==> src/rtl/i2c_scl_gen.sv <==
// ----------------------------------------------------------------------------
// i2c_scl_gen
//
// Purpose:
//   I2C master SCL clock generator with clock-stretching support and a
//   stretch timeout. The generator drives SCL low for H CLK cycles, then
//   releases it and waits for the bus to actually read high (slaves may hold
//   it low). Once high is seen, SCL stays released for another H cycles.
//   H = max(half_period, 4) is latched at the start of every low phase.
//   Unstretched SCL period is 2H+3 CLK cycles. The extra 3 cycles are the
//   release edge plus the two synchronizer flops.
//
// Ports:
//   CLK           in   system clock, rising edge
//   RST           in   synchronous active-high reset
//   en            in   run request; stopping happens only at the end of HIGH
//   half_period   in   CLK cycles per SCL low phase and per SCL high phase
//   stretch_limit in   max CLK cycles spent waiting for SCL high (0 = none)
//   scl_i         in   raw SCL pin level (asynchronous)
//   scl_t         out  tristate control: 1 = release, 0 = drive low
//   busy          out  high whenever not idle
//   fall_tick     out  strobe in the first cycle of each low phase
//   rise_tick     out  strobe in the first cycle of each high phase
//   low_mid       out  strobe at the middle of the low phase
//   high_mid      out  strobe at the middle of the high phase
//   stretching    out  high while waiting for SCL to read high
//   timeout       out  sticky: a stretch exceeded stretch_limit
// ----------------------------------------------------------------------------
module i2c_scl_gen #(
    parameter int DIV_W = 16,
    parameter int TO_W  = 20
) (
    input  logic             CLK,
    input  logic             RST,
    input  logic             en,
    input  logic [DIV_W-1:0] half_period,
    input  logic [TO_W-1:0]  stretch_limit,
    input  logic             scl_i,
    output logic             scl_t,
    output logic             busy,
    output logic             fall_tick,
    output logic             rise_tick,
    output logic             low_mid,
    output logic             high_mid,
    output logic             stretching,
    output logic             timeout
);

    typedef enum logic [1:0] {
        S_IDLE      = 2'd0,
        S_LOW       = 2'd1,
        S_WAIT_HIGH = 2'd2,
        S_HIGH      = 2'd3
    } state_t;

    state_t           r_state;
    logic             r_sync1;
    logic             r_scl_s;
    logic [DIV_W-1:0] r_h;
    logic [DIV_W-1:0] r_cnt;
    logic [TO_W-1:0]  r_st;

    logic             r_scl_t;
    logic             r_busy;
    logic             r_fall_tick;
    logic             r_rise_tick;
    logic             r_low_mid;
    logic             r_high_mid;
    logic             r_stretching;
    logic             r_timeout;

    logic [DIV_W-1:0] w_h_new;
    logic [DIV_W-1:0] w_cnt_inc;
    logic [DIV_W-1:0] w_half;
    logic             w_cnt_last;
    logic [TO_W-1:0]  w_st_inc;
    logic             w_to_hit;

    // H is clamped to 4 so the four phase strobes can never coincide and the
    // low phase outlasts the synchronizer's memory of the previous high level.
    assign w_h_new    = (half_period < DIV_W'(4)) ? DIV_W'(4) : half_period;

    // Saturating increments: counters hold at all-ones instead of wrapping.
    assign w_cnt_inc  = (r_cnt == '1) ? r_cnt : r_cnt + DIV_W'(1);
    assign w_st_inc   = (r_st == '1) ? r_st : r_st + TO_W'(1);

    assign w_half     = r_h >> 1;
    assign w_cnt_last = (r_cnt >= r_h - DIV_W'(1));

    // w_st_inc counts the current WAIT_HIGH cycle, so a limit of N allows
    // exactly N cycles of waiting before giving up.
    assign w_to_hit   = (stretch_limit != '0) && (w_st_inc >= stretch_limit);

    always_ff @(posedge CLK) begin
        if (RST) begin
            r_state      <= S_IDLE;
            r_sync1      <= 1'b0;
            r_scl_s      <= 1'b0;
            r_h          <= '0;
            r_cnt        <= '0;
            r_st         <= '0;
            r_scl_t      <= 1'b1;
            r_busy       <= 1'b0;
            r_fall_tick  <= 1'b0;
            r_rise_tick  <= 1'b0;
            r_low_mid    <= 1'b0;
            r_high_mid   <= 1'b0;
            r_stretching <= 1'b0;
            r_timeout    <= 1'b0;
        end else begin
            r_sync1     <= scl_i;
            r_scl_s     <= r_sync1;

            r_fall_tick <= 1'b0;
            r_rise_tick <= 1'b0;
            r_low_mid   <= 1'b0;
            r_high_mid  <= 1'b0;

            case (r_state)
                S_IDLE: begin
                    if (en) begin
                        r_state     <= S_LOW;
                        r_h         <= w_h_new;
                        r_cnt       <= '0;
                        r_scl_t     <= 1'b0;
                        r_busy      <= 1'b1;
                        r_timeout   <= 1'b0;
                        r_fall_tick <= 1'b1;
                    end
                end

                S_LOW: begin
                    if (w_cnt_last) begin
                        r_state      <= S_WAIT_HIGH;
                        r_st         <= '0;
                        r_scl_t      <= 1'b1;
                        r_stretching <= 1'b1;
                    end else begin
                        r_cnt     <= w_cnt_inc;
                        r_low_mid <= (w_cnt_inc == w_half);
                    end
                end

                S_WAIT_HIGH: begin
                    // A high bus in the same cycle as the limit takes priority.
                    if (r_scl_s) begin
                        r_state      <= S_HIGH;
                        r_cnt        <= '0;
                        r_rise_tick  <= 1'b1;
                        r_stretching <= 1'b0;
                    end else if (w_to_hit) begin
                        r_state      <= S_IDLE;
                        r_st         <= w_st_inc;
                        r_busy       <= 1'b0;
                        r_stretching <= 1'b0;
                        r_timeout    <= 1'b1;
                    end else begin
                        r_st <= w_st_inc;
                    end
                end

                S_HIGH: begin
                    if (w_cnt_last) begin
                        if (en) begin
                            r_state     <= S_LOW;
                            r_h         <= w_h_new;
                            r_cnt       <= '0;
                            r_scl_t     <= 1'b0;
                            r_fall_tick <= 1'b1;
                        end else begin
                            r_state <= S_IDLE;
                            r_busy  <= 1'b0;
                        end
                    end else begin
                        r_cnt      <= w_cnt_inc;
                        r_high_mid <= (w_cnt_inc == w_half);
                    end
                end

                default: begin
                    r_state <= S_IDLE;
                    r_scl_t <= 1'b1;
                    r_busy  <= 1'b0;
                end
            endcase
        end
    end

    assign scl_t      = r_scl_t;
    assign busy       = r_busy;
    assign fall_tick  = r_fall_tick;
    assign rise_tick  = r_rise_tick;
    assign low_mid    = r_low_mid;
    assign high_mid   = r_high_mid;
    assign stretching = r_stretching;
    assign timeout    = r_timeout;

endmodule

==> config.mk <==
export PLATFORM = sky130hd
export DESIGN_NAME = i2c_scl_gen
export DESIGN_NICKNAME = d
export VERILOG_FILES = /design/src/rtl/i2c_scl_gen.sv
export SDC_FILE = /design/constraint.sdc
export NUM_CORES = 1
export LEC_CHECK = 0
export CAP_MARGIN = 25
export CORE_MARGIN = 1
export CORE_UTILIZATION = 30
export DETAILED_ROUTE_END_ITERATION = 7
export PLACE_DENSITY_LB_ADDON = 0.2
export SLEW_MARGIN = 20
export SYNTH_ARGS = -nofsm -noshare
export SYNTH_HDL_FRONTEND = slang
export SYNTH_SLANG_ARGS = --single-unit
==> constraint.sdc <==
create_clock -name CLK -period 4 [get_ports CLK]
set_input_delay 0.4 -clock CLK [delete_from_list [all_inputs] [get_ports CLK]]
set_output_delay 0.4 -clock CLK [all_outputs]
set_load 0.005 [all_outputs]
Word level (Yosys, flattened, before mapping)
Index checks and enable logic that the tools add are counted.
Widths: inputs -> output; s select.
{"block": "word_totals", "ff_bits": 64, "inputBits": 40, "elab_cells": 99}
{"block": "classes", "n_addsub": 3, "n_lt_le_gt_ge": 3, "n_eq_ne": 15, "mux": 42, "n_bitwise": 3, "reduce_logical": 19}
{"operator": "$mux 16", "count": 8}
{"operator": "$pmux 16 s4", "count": 1}
{"operator": "$mux 20", "count": 3}
{"operator": "$pmux 20 s2", "count": 1}
{"operator": "$pmux 16 s2", "count": 1}
{"operator": "$add 20x1->20 const B", "count": 1}
{"operator": "$eq 20x20->1 const B", "count": 1}
{"operator": "$ge 20x20->1", "count": 1}
{"operator": "$reduce_bool 20->1", "count": 1}
{"operator": "$mux 1", "count": 17}
{"operator": "$add 16x1->16 const B", "count": 1}
{"operator": "$eq 16x15->1", "count": 1}
{"operator": "$eq 16x16->1 const B", "count": 1}
{"operator": "$ge 16x16->1", "count": 1}
{"operator": "$lt 16x3->1 const B", "count": 1}
{"operator": "$ne 2x2->1 const B", "count": 8}
{"operator": "$sub 16x1->16 const B", "count": 1}
{"operator": "$mux 2", "count": 5}
{"operator": "$reduce_and 3->1", "count": 3}
{"operator": "$pmux 2 s4", "count": 1}
{"operator": "$reduce_and 4->1", "count": 2}
{"operator": "$pmux 1 s2", "count": 3}
{"operator": "$pmux 1 s3", "count": 2}
{"operator": "$reduce_and 6->1", "count": 1}
{"operator": "other kinds (10)", "count": 19}

Longest topological paths before layout
Gate-level depths: netlist of the first run.
{"block": "depth", "ltp_word": 7, "ltp_mapped": 17}

Worst setup path before layout of the first run
No wires, ideal clock.
{"block": "synth_timing", "kind": "reg2reg", "startpoint": "register r_h[3]", "endpoint": "register r_h[10]", "setup_time_ps": 128, "arrival_time_ps": 3737, "setup_slack_ps": 136, "stages_incl_launch_ff": 17, "n_path_buf": 3, "period_less_slack_ps": 3864, "path_cell_list": "dfxtp_1 -> clkbuf_1 -> nor4_1 -> nor4b_1 -> nand2_1 -> or2_2 -> nor4_1 -> xnor2_1 -> ha_1 -> nand4_1 -> nor3_1 -> a21oi_1 -> buf_2 -> a21oi_2 -> buf_2 -> mux2i_1 -> nor2_1"}
{"block": "synth_via", "elab_chain_len": 4}
{"element": "start, declared", "line_no": "59", "text": "logic [DIV_W-1:0] r_h;"}
{"element": "start signal, assigned", "line_no": "123", "text": "r_h <= w_h_new;"}
{"element": "start signal, assigned", "line_no": "166", "text": "r_h <= w_h_new;"}
{"element": "$sub 16x1->16", "line_no": "88", "text": "assign w_cnt_last = (r_cnt >= r_h - DIV_W'(1));"}
{"element": "$ge 16x16->1", "line_no": "88"}
{"element": "$ne 2x2->1 (no line)"}
{"element": "$reduce_and 2->1 (no line)"}
Every way passes these cells.
A chain may end at the register's enable or synchronous reset.

Final worst setup path of the first run
{"block": "layout_timing", "startpoint": "register r_h[4]", "endpoint": "register r_st[13]"}
{"block": "layout_via", "elab_chain_len": 4}
{"element": "$sub 16x1->16", "line_no": "88"}
{"element": "$ge 16x16->1", "line_no": "88"}
{"element": "$ne 2x2->1 (no line)"}
{"element": "$reduce_and 3->1 (no line)"}
{"element": "end signal, assigned", "line_no": "153", "text": "r_st <= w_st_inc;"}
{"element": "end signal, assigned", "line_no": "158", "text": "r_st <= w_st_inc;"}
{"element": "end, declared", "line_no": "61", "text": "logic [TO_W-1:0] r_st;"}
Every way passes these cells.

==> results of run 1 <==
==> sequential cells by signal, indices dropped and copies added, names as in the netlist <==
signal	flops
stretching	1
scl_t	1
r_st	20
r_cnt	16
r_state	2
timeout	1
busy	1
low_mid	1
r_scl_s	1
r_h	16
rise_tick	1
high_mid	1
r_sync1	1
fall_tick	1
==> logic make-up (layout without fill, tap and decap cells) <==
group	count (synthesis)	in the layout	synth area share, %
XOR/XNOR	42	42	7.12
adder cells (fa/ha/maj)	44	44	10.7
flip-flops	64	64	24.8
buffers and inverters	74	126	5.76
AO/OA/AOI/OAI	159	159	21.5
AND/OR/NAND/NOR	252	252	25.8
multiplexers	22	22	4.33
==> layout make-up <==
type                       instances  area [sq um]
sequential                        64          1280
fill                            1746         10300
tap                              220           275
clock buffer                      12           236
clock inverter                     4          45.0
timing repair buffer              74           723
inverter                          36           135
multi-input combinational        519          3660
==> routing by layer <==
layer	GRT usage (%)	part of all wire (%)
met1	24.3	47
met2	30.6	47
met3	3.96	4.8
met4	5.11	1.2
met5	0	0
==> layout by cell type (no fill, tap or decap), types with 5 or more instances in the layout <==
cell | synthesis | layout
xor2_1 | 17 | 17
a21oi_1 | 32 | 29
nor3b_1 | 6 | 5
nor2b_1 | 10 | 10
clkdlybuf4s50_1 | 0 | 47
nor2_1 | 49 | 49
nand2b_1 | 8 | 8
o2111ai_1 | 7 | 7
o32ai_1 | 6 | 6
nand3_1 | 27 | 27
and4_1 | 7 | 7
o21a_1 | 6 | 6
dfxtp_1 | 64 | 64
a31oi_1 | 7 | 7
xnor2_1 | 25 | 25
inv_1 | 36 | 36
nor3_1 | 23 | 22
o21ai_0 | 30 | 29
a32o_1 | 9 | 9
a21o_1 | 9 | 9
or3_1 | 7 | 7
nand2_1 | 53 | 52
mux2i_1 | 19 | 19
a211oi_1 | 7 | 7
and3_1 | 7 | 7
nor4_1 | 18 | 16
buf_4 | 0 | 23
o22a_1 | 7 | 7
clkbuf_16 | 0 | 9
ha_1 | 44 | 44
nand4_1 | 12 | 12
==> per-stage QoR <==
| step | power (mW) | hold slack, ns |
|---|---|---|
| CTS | 2.77 | 0.448 |
| finish | 2.78 | 0.445 |
| global route | 2.97 | 0.453 |
| floorplan | 1.53 | 0.414 |
| global placement | 1.94 | 0.432 |
| detailed placement | 1.97 | 0.436 |
==> power groups by stage <==
stage	Clock [mW]	Combinational (mW)	Sequential [mW]
final	0.780	1.22	0.781
after detailed placement	0	1.18	0.787
after global placement	0	1.16	0.785
after global routing	0.826	1.35	0.789
after CTS	0.800	1.20	0.774
after floorplan	0	0.774	0.755
==> repair_timing <==
| item | CTS | global route |
|---|---|---|
| setup endpoints to repair | 6 | 53 |
| buffers inserted | 0 | 0 |
| gates resized for setup | 2 | 13 |
| pin swaps | 0 | 1 |
| hold buffers | 0 | 0 |
==> path summary, 6_finish.rpt <==
path	end	slack, ns	cells after the start
setup reg to reg	r_st[13]$_SDFFE_PP0P_	0.26	16
hold / removal	r_scl_s$_SDFF_PP0_	0.44	1
setup / recovery	r_st[13]$_SDFFE_PP0P_	0.26	16
hold reg to reg	r_scl_s$_SDFF_PP0_	0.44	1
==> critical path, cell delays in order (launching register included) <==
cell and delay [ns]:
dfxtp_1 0.31, nor4_2 0.29, nor4b_2 0.23, buf_4 0.15, nand2_1 0.07, or2_2 0.34
nor3b_2 0.20, xnor2_1 0.09, ha_1 0.33, nand4_1 0.13, nor3_1 0.32, a21oi_2 0.11
buf_4 0.18, a21boi_2 0.23, buf_12 0.18, nand2_1 0.15, o32ai_1 0.32
==> impl_metrics.json, run 1 <==
{
  "power_frac_clock_pct": 28.0,
  "synth-edff-count": 0,
  "ys_types": 69,
  "finalNonFillerCells": 929,
  "worstSetupStartpoint": "r_h[4]$_SDFFE_PP0P_",
  "cts_max_level": 3,
  "area_growth_syn_to_layout_pct": 23.0,
  "worst_pin_slew_ns": 0.870,
  "max_freq_mhz": 267,
  "maxCapViolCount": 0,
  "antenna_found_initial": 0,
  "ys_async_sr_fraction_pct": 0,
  "worstHoldStart": "r_sync1$_SDFF_PP0_",
  "wl_per_cell_microns": 17.2,
  "yosysMostFrequentCell": "dfxtp_1",
  "yosys_warnings": 0,
  "p_int_mw": 1.72,
  "synth_area_sq_um": 5170,
  "finalCriticalPeriod_ns": 3.74,
  "initial_core_util_pct": 30.9,
  "crit_fanout": 14,
  "fin_util_pct": 38.1,
  "grt_first_pass_wirelength_microns": 26100,
  "grt_max_degree": 43,
  "track_usage_pct": 18.6,
  "viasPerCell": 5.51,
  "synth_common_cells": "64 x dfxtp_1, 53 x nand2_1, 49 x nor2_1",
  "dieWidth_microns": 133,
  "hold_class": "reg2reg",
  "status": "completed",
  "crit_type": "reg2reg",
  "fin_nets": 788,
  "setup_slack_ns": 0.255,
  "slew_headroom_pct": 41.8,
  "num_io_pins": 48,
  "synth_top_cell_area_share_pct": 24.8,
  "finalSetupTns_ns": 0,
  "core_sq_um": 16700,
  "clkTransAtPathRegs_ns": 0.05,
  "fin_crit_sh_pct": 93.6,
  "p_seq_share_pct": 28.1,
  "cp-start-kind": "flop",
  "postSynthCellCount": 657,
  "power_leakage_nw": 2.53,
  "grt-ovfl-total": 0,
  "dp.cells": 913,
  "die-area_sq_um": 17800,
  "cts-buffers-inserted": 9,
  "p_per_area_nw_per_um2": 438,
  "post-place-ws_ns": 0.0316,
  "num_vias": 5115,
  "peakVddDrop_v": 0.000266,
  "firstDrtPassIters": 5,
  "synth_ff_type": "dfxtp_1",
  "required_ns": 4.25,
  "fp.dieH_microns": 133,
  "p_sw_mw": 1.06,
  "grt_pass1_vias": 4981,
  "drc": 0,
  "cts_buffer_depth": 2,
  "setup_viol": 0,
  "final_area_sq_um": 6360,
  "numPortBuffers": 47,
  "fin_worst_skew_ns": 0.00677,
  "worstPathArrival_ns": 3.99,
  "routed_wl_microns": 16000,
  "place_hpwl_microns": 12400,
  "fp-row-count": 47,
  "antenna_left": 0,
  "drive_above_1_share_pct": 9.73,
  "hold_viol": 0,
  "switching_share_pct": 38.2,
  "worstSkewPairLatency_ns": 0.35,
  "rr_startpoint": "r_h[4]$_SDFFE_PP0P_",
  "cts_tree": "built",
  "placed_area_sq_um": 6000,
  "dr.first_iter.drc_count": 368,
  "yosys-top-cells-area": "dfxtp_1 25%, ha_1 11%, xnor2_1 4.2%, nand2_1 3.8%, mux2i_1 3.7%",
  "synth_fp_nets": 741,
  "synth_seq_cells": 64,
  "antennaDiodeCount": 0,
  "final_max_slew_viol_count": 0,
  "cts-root-buf": "clkbuf_16",
  "clkSinkCount": 64,
  "combPwrFrac_pct": 43.9,
  "synth_area_per_cell_sq_um": 7.87,
  "rsz0062_at_grt": "false",
  "yosysSeqAreaShare_pct": 24.8,
  "synth_top_area_cell": "dfxtp_1",
  "endpoint_kind": "flop",
  "gp_congestion": 0.850
}
Note: power is estimated with default switching activity, not from simulation.
==> run 2: changes to the inputs <==
--- a/config.mk
+++ b/config.mk
@@ -5,7 +5,6 @@
 export SDC_FILE = /design/constraint.sdc
 export NUM_CORES = 1
 export LEC_CHECK = 0
-export CAP_MARGIN = 25
 export CORE_MARGIN = 1
 export CORE_UTILIZATION = 30
 export DETAILED_ROUTE_END_ITERATION = 7
==> results of run 2 <==
Final layout, timing and power as in run 1 (identical DEF).
==> run 3: changes to the inputs <==
--- a/config.mk
+++ b/config.mk
@@ -5,6 +5,8 @@
 export SDC_FILE = /design/constraint.sdc
 export NUM_CORES = 1
 export LEC_CHECK = 0
+export ABC_CLOCK_PERIOD_IN_PS = 3000
+export CAP_MARGIN = 5
 export CORE_MARGIN = 1
 export CORE_UTILIZATION = 30
 export DETAILED_ROUTE_END_ITERATION = 7
==> constraint.sdc (replaced) <==
create_clock -name CLK -period 3 [get_ports CLK]
set_input_delay 0.3 -clock CLK [delete_from_list [all_inputs] [get_ports CLK]]
set_output_delay 0.3 -clock CLK [all_outputs]
set_load 0.005 [all_outputs]
==> impl_metrics.json, run 3 (synthesis results as in run 1) <==
{
  "antenna_found_initial": 0,
  "slew_headroom_pct": 27.2,
  "violations": "negative setup slack",
  "whs_ns": 0.441,
  "worstHoldStart": "r_sync1$_SDFF_PP0_",
  "routed_wl_microns": 17800,
  "endpoint_kind": "flop",
  "cp-start-kind": "flop",
  "worstSetupStartpoint": "r_h[3]$_SDFFE_PP0P_",
  "dieWidth_microns": 133,
  "track_usage_pct": 20.8,
  "fin_crit_sh_pct": 115,
  "cts_tree": "built",
  "largest_register_ffs": 20,
  "die-area_sq_um": 17800,
  "fin_worst_skew_ns": 0.00808,
  "worstPathArrival_ns": 3.68,
  "largest-register": "r_st",
  "critPathBufInv": 4,
  "fin_nets": 917,
  "cpMaxStageDelayCell": "dfxtp_2",
  "r2r_end": "r_cnt[11]$_SDFFE_PP0P_",
  "nFillCells": 1614,
  "rr_startpoint": "r_h[3]$_SDFFE_PP0P_",
  "p_per_area_nw_per_um2": 556,
  "worst_pin_slew_ns": 1.09,
  "clkSinkCount": 64,
  "grt_first_pass_wirelength_microns": 28900,
  "finalCriticalPeriod_ns": 3.44,
  "num_vias": 5688,
  "place_hpwl_microns": 13200,
  "clkTransAtPathRegs_ns": 0.06,
  "required_ns": 3.24,
  "timing.critical_path.mode_cell": "buf_6",
  "numPortBuffers": 47,
  "final_common_cell": "buf_4",
  "grt_max_degree": 43,
  "grt_pass1_vias": 5619,
  "viasPerCell": 5.38,
  "worstSkewPairLatency_ns": 0.36,
  "fp.dieH_microns": 133,
  "setup_slack_ns": -0.435,
  "drc": 0,
  "antennaDiodeCount": 0,
  "peakVddDrop_v": 0.000359,
  "drive_above_1_share_pct": 31.9,
  "hold_viol": 0,
  "crit_type": "reg2reg",
  "max_freq_mhz": 291,
  "core_sq_um": 16700,
  "cts-root-buf": "clkbuf_16",
  "firstDrtPassIters": 4,
  "gp_congestion": 0.902,
  "post-place-ws_ns": -0.593,
  "crit_chain": "nor4_4 > nor4b_4 > nand2_1 > or2_4 > nor3b_4 > xnor2_1 > ha_1 > nand4_1 > nor3_2 > a21oi_2 > buf_6 > buf_6 > nand3b_1 > buf_6 > buf_16 > nor2b_1 > o22a_1",
  "r2r_slack_ns": -0.44,
  "rsz0062_at_grt": "true",
  "area_growth_syn_to_layout_pct": 53.8,
  "maxCapViolCount": 0,
  "critPathTopFamily": "simple AND/OR/NAND/NOR gates",
  "cts_buffer_depth": 2,
  "critPathCapture": "r_cnt[11]$_SDFFE_PP0P_",
  "num_io_pins": 48,
  "cp_num_cells": 17,
  "holdPathStages": 1,
  "crit_fanout": 8,
  "cts_max_level": 3,
  "initial_core_util_pct": 30.9,
  "final_max_slew_viol_count": 0,
  "power_leakage_nw": 3.37,
  "fp-row-count": 47,
  "antenna_left": 0,
  "grt-ovfl-total": 0,
  "final_cell_mix": "135 x buf_4, 54 x dfxtp_1, 49 x nand2_1",
  "hold_class": "reg2reg",
  "cpPeakStageDelay_ns": 0.33,
  "r2r_cells": 17,
  "cts-buffers-inserted": 9,
  "hold_buffers": 0,
  "wl_per_cell_microns": 16.8,
  "setup_viol": 61,
  "dr.first_iter.drc_count": 507,
  "status": "finished with violations",
  "reg_top3": "r_st (20), r_cnt (16), r_h (16)"
}
-- run 3: repair_timing --
item | CTS | global route
setup endpoints to repair | 61 | 61
buffers inserted | 31 | 2
gates resized for setup | 74 | 21
gates cloned | 1 | 0
pin swaps | 48 | 12
-- run 3: how the worst min path moves through the flow --
stage	to
after floorplan	r_scl_s$_SDFF_PP0_
after global placement	r_scl_s$_SDFF_PP0_
after detailed placement	r_scl_s$_SDFF_PP0_
after CTS	r_scl_s$_SDFF_PP0_
after global routing	r_scl_s$_SDFF_PP0_
final	r_scl_s$_SDFF_PP0_
-- run 3: layout make-up --
class / instances / area [sq um] / share of cell area (%)
Clock buffer: 13 / 250 / 3.15
Clock inverter: 3 / 65.1 / 0.819
Inverter: 36 / 135 / 1.70
Multi-Input combinational cell: 519 / 4140 / 52.1
Sequential cell: 64 / 1290 / 16.3
Tap cell: 220 / 275 / 3.46
Timing Repair Buffer: 203 / 1790 / 22.5
-- run 3: stage by stage --
step / TNS (ns) / std cells / utilization (%) / total power [mW] / cell area, sq um
finish: -20.83 / 1058 / 47.6 / 4.42 / 7950
global route: -34.70 / 1058 / 47.6 / 4.71 / 7950
CTS: -21.00 / 1056 / 46.9 / 4.42 / 7830
detailed placement: -29.12 / 1008 / 41.3 / 2.92 / 6910
global placement: -26.95 / 1008 / 41.3 / 2.89 / 6910
floorplan: -11.84 / 657 / - / 2.22 / 5430
-- run 3: routing by layer --
layer	track usage [%]	routed length, microns
met3	3.73	568
met2	33.3	8300
met4	7.07	260
met5	0	0
met1	27.9	8690
-- run 3: worst register-to-register path, stage by stage (launching register included) --
cell,delay (ns)
dfxtp_2,0.33
nor4_4,0.27
nor4b_4,0.25
nand2_1,0.11
or2_4,0.27
nor3b_4,0.20
xnor2_1,0.10
ha_1,0.32
nand4_1,0.14
nor3_2,0.32
a21oi_2,0.10
buf_6,0.16
buf_6,0.11
nand3b_1,0.16
buf_6,0.14
buf_16,0.12
nor2b_1,0.05
o22a_1,0.18
-- run 3: where the power goes --
| part | leakage [nW] | internal [mW] | switching (mW) | total (mW) |
|---|---|---|---|---|
| combinational | 2.69 | 1.10 | 1.14 | 2.24 |
| sequential | 0.525 | 0.932 | 0.0764 | 1.01 |
| clock | 0.154 | 0.750 | 0.420 | 1.17 |
| total | 3.37 | 2.78 | 1.64 | 4.42 |
